[config.mk]
export PLATFORM = sky130hd
export DESIGN_NAME = inst_fetch_queue
export DESIGN_NICKNAME = d
export VERILOG_FILES = /design/src/rtl/inst_fetch_queue.sv
export SDC_FILE = /design/constraint.sdc
export NUM_CORES = 1
export LEC_CHECK = 0
export ABC_AREA = 1
export BUFFER_PORTS_ARGS = -buffer_cell sky130_fd_sc_hd__buf_2
export CAP_MARGIN = 5
export CORE_MARGIN = 8
export CORE_UTILIZATION = 30
export CTS_BUF_LIST = sky130_fd_sc_hd__clkbuf_8
export DETAILED_ROUTE_END_ITERATION = 12
export GPL_ROUTABILITY_DRIVEN = 0
export SLEW_MARGIN = 20
export SYNTH_ARGS = -nofsm -noshare
export SYNTH_HDL_FRONTEND = slang
export SYNTH_SLANG_ARGS = --single-unit
export TNS_END_PERCENT = 20
[constraint.sdc]
create_clock -name clk -period 2.1 [get_ports clk]
set_clock_uncertainty 0.2 [all_clocks]
set_input_delay 0.21 -clock clk [delete_from_list [all_inputs] [get_ports clk]]
set_output_delay 0.21 -clock clk [all_outputs]
set_load 0.03 [all_outputs]
[src/rtl/inst_fetch_queue.sv]
// Instruction-fetch front end: issues sequential reads to a 1-cycle-latency SRAM,
// buffers {pc,inst} pairs in a DEPTH-entry FIFO and hands them to decode via valid/ready.
module inst_fetch_queue #(
  parameter int unsigned       DEPTH    = 4,
  parameter int unsigned       ADDR_W   = 32,
  parameter int unsigned       DATA_W   = 32,
  parameter logic [ADDR_W-1:0] RESET_PC = 32'hBFC0_0000,
  parameter int unsigned       PC_STEP  = 4
) (
  input  logic                     clk,
  input  logic                     rstn,
  output logic                     inst_sram_en,
  output logic [ADDR_W-1:0]        inst_sram_addr,
  input  logic [DATA_W-1:0]        inst_sram_rdata,
  input  logic                     flush_i,
  input  logic [ADDR_W-1:0]        flush_pc_i,
  output logic                     out_valid,
  input  logic                     out_ready,
  output logic [ADDR_W-1:0]        out_pc,
  output logic [DATA_W-1:0]        out_inst,
  output logic [$clog2(DEPTH):0]   count
);

  localparam int unsigned       PTR_W   = $clog2(DEPTH);
  localparam int unsigned       CNT_W   = PTR_W + 1;
  localparam logic [CNT_W:0]    L_DEPTH = (CNT_W + 1)'(DEPTH);
  localparam logic [ADDR_W-1:0] L_STEP  = ADDR_W'(PC_STEP);

  typedef enum logic [0:0] {ST_BOOT = 1'b0, ST_RUN = 1'b1} state_t;

  state_t              r_state;
  state_t              w_state_nxt;
  logic [ADDR_W-1:0]   r_fetch_pc;
  logic [ADDR_W-1:0]   r_req_pc;
  logic                r_inflight;
  logic                r_drop;
  logic [CNT_W-1:0]    r_count;
  logic [PTR_W-1:0]    r_rd_ptr;
  logic [PTR_W-1:0]    r_wr_ptr;
  logic [ADDR_W-1:0]   r_mem_pc   [DEPTH];
  logic [DATA_W-1:0]   r_mem_inst [DEPTH];
  logic                w_issue;
  logic                w_push;
  logic                w_pop;
  logic [CNT_W:0]      w_credit_use;

  // State register
  always_ff @(posedge clk or negedge rstn) begin
    if (!rstn) begin
      r_state <= ST_BOOT;
    end else begin
      r_state <= w_state_nxt;
    end
  end

  // Next-state logic: a single idle BOOT cycle, then RUN forever
  always_comb begin
    w_state_nxt = r_state;
    case (r_state)
      ST_BOOT: w_state_nxt = ST_RUN;
      ST_RUN:  w_state_nxt = ST_RUN;
      default: w_state_nxt = ST_BOOT;
    endcase
  end

  // Issue decision: credit counts queued entries plus the response in flight,
  // so a same-cycle pop only frees a slot from the next cycle on
  always_comb begin
    w_credit_use = {1'b0, r_count} + {{CNT_W{1'b0}}, r_inflight};
    w_issue      = 1'b0;
    case (r_state)
      ST_RUN: begin
        if (!flush_i && (w_credit_use < L_DEPTH)) begin
          w_issue = 1'b1;
        end else begin
          w_issue = 1'b0;
        end
      end
      default: w_issue = 1'b0;
    endcase
  end

  assign inst_sram_en   = w_issue;
  assign inst_sram_addr = r_fetch_pc;
  assign w_push         = r_inflight && !r_drop && !flush_i;
  assign w_pop          = (r_count != {CNT_W{1'b0}}) && out_ready && !flush_i;

  // Fetch PC, request PC and in-flight/drop tracking
  always_ff @(posedge clk or negedge rstn) begin
    if (!rstn) begin
      r_fetch_pc <= RESET_PC;
      r_req_pc   <= {ADDR_W{1'b0}};
      r_inflight <= 1'b0;
      r_drop     <= 1'b0;
    end else begin
      r_inflight <= w_issue;
      if (flush_i) begin
        r_fetch_pc <= flush_pc_i;
        r_drop     <= w_issue;
      end else begin
        if (w_issue) begin
          r_fetch_pc <= r_fetch_pc + L_STEP;
          r_req_pc   <= r_fetch_pc;
        end
        if (r_inflight) begin
          r_drop <= 1'b0;
        end
      end
    end
  end

  // FIFO storage, pointers and occupancy; flush outranks push and pop
  always_ff @(posedge clk or negedge rstn) begin
    if (!rstn) begin
      r_rd_ptr <= {PTR_W{1'b0}};
      r_wr_ptr <= {PTR_W{1'b0}};
      r_count  <= {CNT_W{1'b0}};
      for (int i = 0; i < DEPTH; i++) begin
        r_mem_pc[i]   <= {ADDR_W{1'b0}};
        r_mem_inst[i] <= {DATA_W{1'b0}};
      end
    end else if (flush_i) begin
      r_rd_ptr <= {PTR_W{1'b0}};
      r_wr_ptr <= {PTR_W{1'b0}};
      r_count  <= {CNT_W{1'b0}};
    end else begin
      if (w_push) begin
        r_mem_pc[r_wr_ptr]   <= r_req_pc;
        r_mem_inst[r_wr_ptr] <= inst_sram_rdata;
        r_wr_ptr             <= r_wr_ptr + PTR_W'(1);
      end
      if (w_pop) begin
        r_rd_ptr <= r_rd_ptr + PTR_W'(1);
      end
      case ({w_push, w_pop})
        2'b10:   r_count <= r_count + CNT_W'(1);
        2'b01:   r_count <= r_count - CNT_W'(1);
        default: r_count <= r_count;
      endcase
    end
  end

  assign out_valid = (r_count != {CNT_W{1'b0}});
  assign out_pc    = r_mem_pc[r_rd_ptr];
  assign out_inst  = r_mem_inst[r_rd_ptr];
  assign count     = r_count;

endmodule
* After elaboration in Yosys (flattened, before gate mapping)
Cells that the tools add are included.
Operators by class: mux-type cells 22, reduce and logical (&&, ||, !) cells 16, equal/unequal tests 2, order comparisons 4, bitwise logic cells 3, add/sub/neg operators 6
Operators by type and width (number):
- 128-bit bitwise mux | 2
- 32-bit 2-to-1 mux | 7
- 32-bit binary-select mux with 2-bit select | 2
- 32-bit demux with 2-bit select | 1
- 32-bit by 3-bit adder with 32-bit output, second input constant | 1
- 2-bit 2-to-1 mux | 4
- 2-bit nonzero test | 4
- 3-bit greater-or-equal comparator, second input constant | 2
- 1-bit logical AND | 6
- 2-bit inverter with 3-bit output | 2
- 3-bit one-hot mux with 2 select lines | 1
- 3-bit nonzero test | 2
- 2-bit by 1-bit adder with 2-bit output, second input constant | 2
- 3-bit by 1-bit adder with 4-bit output | 1
- 4-bit by 3-bit less-than comparator with 1-bit output, second input constant | 1
- 1-bit 2-to-1 mux | 4
- 2-bit AND reduction | 2
- 3-bit by 1-bit adder with 3-bit output, second input constant | 1
- 3-bit by 1-bit less-than comparator with 1-bit output, second input constant | 1
- 3-bit 2-to-1 mux | 1
- 3-bit by 1-bit subtractor with 3-bit output, second input constant | 1
- 2-bit by 1-bit == test with 1-bit output, second input constant | 1
- 2-bit == test, second input constant | 1
- 1-bit zero test | 2
- 1-bit inverter | 1
Word-level totals: output and inout port bits 101, bits in registers 330

* Longest topological paths before layout
depth in word-level cells 7, mapped depth 9, depth with buffers taken out 9

* Least setup slack after synthesis
Ideal clock, no wire load.
path kind register -> register, start register r_count[1], in the netlist count[1], end register r_count[2], in the netlist count[2], buffers on the path 0, setup slack -0.173 ns, arrival 1.956 ns, stages on the path, launching flop included 10, path through dfrtp_1 nor2_1 nand2_1 nand2_1 nor2_1 fa_1 xor2_1 xor2_1 nand2_1 nand2_1
Between the ends: cells in the longest elaborated chain, start to end 6, elaborated cells on any way between the ends 10, those cells by class add/sub (2); eq/ne (2); mux (2); reduce/logical (4)
RTL lines:
- start, declared | line 37 | logic [CNT_W-1:0] r_count;
- start signal, assigned | line 117 | r_count <= {CNT_W{1'b0}};
- start signal, assigned | line 125 | r_count <= {CNT_W{1'b0}};
- start signal, assigned | line 136 | 2'b10: r_count <= r_count + CNT_W'(1);
- 3-bit nonzero test (*)
- via out_valid | line 17 | output logic out_valid,
- 1-bit logical AND (*) (2 in a row) | line 86 | assign w_pop = (r_count != {CNT_W{1'b0}}) && out_ready && !flush_i;
- 2-bit by 1-bit == test with 1-bit output / 2-bit == test (equally long branches) | line 135 | case ({w_push, w_pop})
- 3-bit one-hot mux with 2 select lines | line 135
- 3-bit 2-to-1 mux | line 122 | end else if (flush_i) begin
The timed path passes the listed nets; every way through them passes the cells marked *. A chain may end at the register's enable or synchronous reset.

* Worst setup path after layout
start register r_rd_ptr[0], end output out_pc[31]
Between the ends: cells in the longest elaborated chain, start to end 4
RTL lines:
- start, declared | line 38 | logic [PTR_W-1:0] r_rd_ptr;
- start signal, assigned | line 115 | r_rd_ptr <= {PTR_W{1'b0}};
- start signal, assigned | line 123 | r_rd_ptr <= {PTR_W{1'b0}};
- start signal, assigned | line 133 | r_rd_ptr <= r_rd_ptr + PTR_W'(1);
- 2-bit inverter with 3-bit output (not written as such) | line 144 | assign out_pc = r_mem_pc[r_rd_ptr];
- 32-bit binary-select mux with 2-bit select | line 144
- 32-bit 2-to-1 mux (not written as such) (2 in a row) | line 144
- end, declared | line 19 | output logic [ADDR_W-1:0] out_pc,
Every way passes these cells. The select of a mux whose other input is x is not followed.

==> impl_metrics.env <==
export IMPL_portBuffers=168
export IMPL_final_cell_mix="nand2_1, dfrtp_1, o21ai_1"
export IMPL_core_area_sq_mm=0.0488
export IMPL_dieArea_sq_mm=0.0567
export IMPL_cts_buffers_inserted=58
export IMPL_yosysSeqAreaShare_pct=55.9
export IMPL_finalInstanceArea_sq_mm=0.0205
export IMPL_cp_end_kind="output port"
export IMPL_start_util_pct=30.3
export IMPL_setup_viol=66
export IMPL_gr_usage_all_layers_pct=16.9
export IMPL_critPathLaunchType="flip-flop"
export IMPL_ir_drop_uv=487
export IMPL_required_ns=1.69
export IMPL_clk_pin_slew_ns=0.07
export IMPL_wire_per_inst_um=18.5
export IMPL_grt_pass1_vias=13200
export IMPL_synth_edf_count=0
export IMPL_max_freq_mhz=404
export IMPL_synth_warnings=0
export IMPL_power_mw=27.2
export IMPL_crit_type="reg2out"
export IMPL_powerDensity_mw_per_mm2=1330
export IMPL_p_sw_share_pct=39.8
export IMPL_grt_pass1_wl_um=76300
export IMPL_worstPathArrival_ns=2.07
export IMPL_period_needed_ns=2.48
export IMPL_slew_headroom_pct=64.3
export IMPL_violations="setup timing"
export IMPL_cts_max_level=2
export IMPL_rows=81
export IMPL_final_common_cell="nand2_1"
export IMPL_status="complete, but fails checks"
export IMPL_postSynthCellCount=1766
export IMPL_cap_violations=0
export IMPL_overflow=0
export IMPL_avgSynthCellArea_sq_um=8.38
export IMPL_dr_pass1_iters=5
export IMPL_syn_nets=1840
export IMPL_placed_area_sq_mm=0.0166
export IMPL_drc=0
export IMPL_async_reset_ff_share_pct=100
export IMPL_drt_iter0_drc=1051
export IMPL_hpwl_um=28100
export IMPL_routed_wl_um=50800
export IMPL_clk_latency_ns=0.63
export IMPL_io_pins=169
export IMPL_yosys_cell_types_count=32
export IMPL_num_nets_final=2120
export IMPL_fin_ws_ns=-0.375
export IMPL_worstMarginPinSlew_ns=0.536
export IMPL_fin_crit_sh_pct=118
export IMPL_synthesis_area_sq_mm=0.0148
export IMPL_power_switching_mw=10.8
export IMPL_hold_class="in2reg"
export IMPL_clock_sinks=330
export IMPL_antennaDiodeCount=0
export IMPL_hold_viol_final=0
export IMPL_internal_power_mw=16.4
export IMPL_cts_root_buf="clkbuf_8"
export IMPL_rsz0062_at_grt="true"
export IMPL_cts_tree="built"
export IMPL_p_leak_nw=9.60
export IMPL_drv_slew=0
export IMPL_grt_start_max_net_pins=83
export IMPL_fp_dieW_um=238
export IMPL_die_h_um=238
export IMPL_ys_ff_latch=330
export IMPL_clkPwrFrac_pct=23.2
export IMPL_pwr_share_seq_pct=34.6
export IMPL_synth_flop_cell="dfrtp_1"
export IMPL_path_max_fanout=6
export IMPL_p_comb_share_pct=42.2
export IMPL_ant_nets=0
export IMPL_viasPerCell=4.91
export IMPL_clockBufferDepth=3
export IMPL_area_delta_synth_final_pct=38.2
export IMPL_route_vias_total=13500
export IMPL_drive_above_1_share_pct=23.6
export IMPL_antenna_found_initial=0
[per-layer routing]
layer | vias up | track usage (%) | part of all wire, %
li1 | 6407 | - | -
met4 | 0 | 4.34 | 1.6
met3 | 59 | 4.35 | 7.0
met5 | - | 0 | 0
met2 | 465 | 26.0 | 46
met1 | 6572 | 23.3 | 46
[cells by family (layout without fill, tap and decap cells)]
| kind of cell | Yosys count | count (layout) | synth area share (%) |
|---|---|---|---|
| fa+ha+maj | 6 | 6 | 0.558 |
| xor+xnor | 10 | 10 | 0.592 |
| flops | 330 | 330 | 55.9 |
| buf+inv | 238 | 559 | 6.75 |
| simple gates | 659 | 659 | 17.8 |
| other cells | 1 | 1 | 0.0253 |
| compound gates | 522 | 522 | 18.4 |
[stage by stage]
stage | worst slack [ns] | hold slack [ns] | instances | util (%) | TNS (ns)
after floorplan | 0.0109 | -0.286 | 1766 | - | 0
after global placement | 0.0403 | 0.00972 | 2526 | 34.0 | 0
after detailed placement | 0.00688 | 0.00686 | 2526 | 34.0 | 0
after CTS | -0.472 | 0.0892 | 2733 | 40.2 | -26.51
after global routing | -0.454 | 0.126 | 2751 | 41.9 | -26.66
final | -0.375 | 0.143 | 2751 | 41.9 | -20.52
[power groups by stage]
stage | Combinational [mW] | Clock [mW] | Sequential [mW]
finish | 11.5 | 6.31 | 9.42
CTS | 10.5 | 6.52 | 9.28
global route | 12.4 | 6.83 | 9.64
floorplan | 5.51 | 0 | 9.28
global placement | 8.37 | 0 | 9.27
detailed placement | 8.49 | 0 | 9.32
[path summary, 6_finish.rpt]
| check | startpoint | end | slack, ns | cells after the start |
|---|---|---|---|---|
| worst max-delay path | r_rd_ptr[0]$_DFFE_PN0P_ | out_pc[31] | -0.38 | 6 |
| min in group asynchronous | rstn | inst_sram_addr[7]$_DFFE_PN0P_ | 0.47 | 3 |
| worst min-delay path | flush_pc_i[10] | inst_sram_addr[10]$_DFFE_PN0P_ | 0.14 | 4 |
| max in group asynchronous | rstn | r_mem_pc[28]$_DFFE_PN0P_ | 0.45 | 4 |
| worst min register to register | r_req_pc[19]$_DFFE_PN0P_ | r_req_pc[19]$_DFFE_PN0P_ | 0.29 | 2 |
| worst max register to register | count[2]$_DFFE_PN0P_ | inst_sram_addr[2]$_DFFE_PN0P_ | 0.07 | 8 |
[state kept, by name, indices dropped and copies added, names as in the netlist]
register,count
r_mem_inst,128
r_mem_pc,128
inst_sram_addr,32
r_req_pc,32
count,3
r_rd_ptr,2
r_wr_ptr,2
r_drop,1
r_inflight,1
r_state,1
[cell type report]
class,count,area (sq um)
tap,664,831
timing repair buffer,332,3460
timing repair inverter,2,22.5
clock buffer,73,1000
multi-input combinational,1198,6160
inverter,124,485
clock inverter,28,220
sequential,330,8280
fill,4796,28400
[synth_stat cells (8+ instances only)]
cell	n	area [sq um]
nand4_1	11	68.8
nand2_1	412	1550
o21ai_0	177	886
a21oi_1	9	45.0
dfrtp_1	321	8030
o211ai_1	8	60.1
buf_2	79	395
o22ai_1	64	400
nor2_2	8	50.1
nor2_1	181	679
clkbuf_1	33	124
nand3_1	34	170
xor2_1	8	70.1
dfstp_2	9	236
o21ai_1	260	1300
inv_1	120	450
[critical path: stages, from the launching register on]
cell and delay, ns:
dfrtp_4 0.54, buf_12 0.16, buf_12 0.14, buf_16 0.15, o21ai_2 0.15, o22ai_1 0.10, buf_4 0.18
[repair_timing]
action                     CTS  global route
hold endpoints to repair   489             0
pin swaps                   25            37
setup endpoints to repair   65            67
gates cloned                15            12
setup buffers               12             7
hold buffers                79             0
gates resized for setup    197           147
Note: power is estimated with default switching activity, not from simulation.
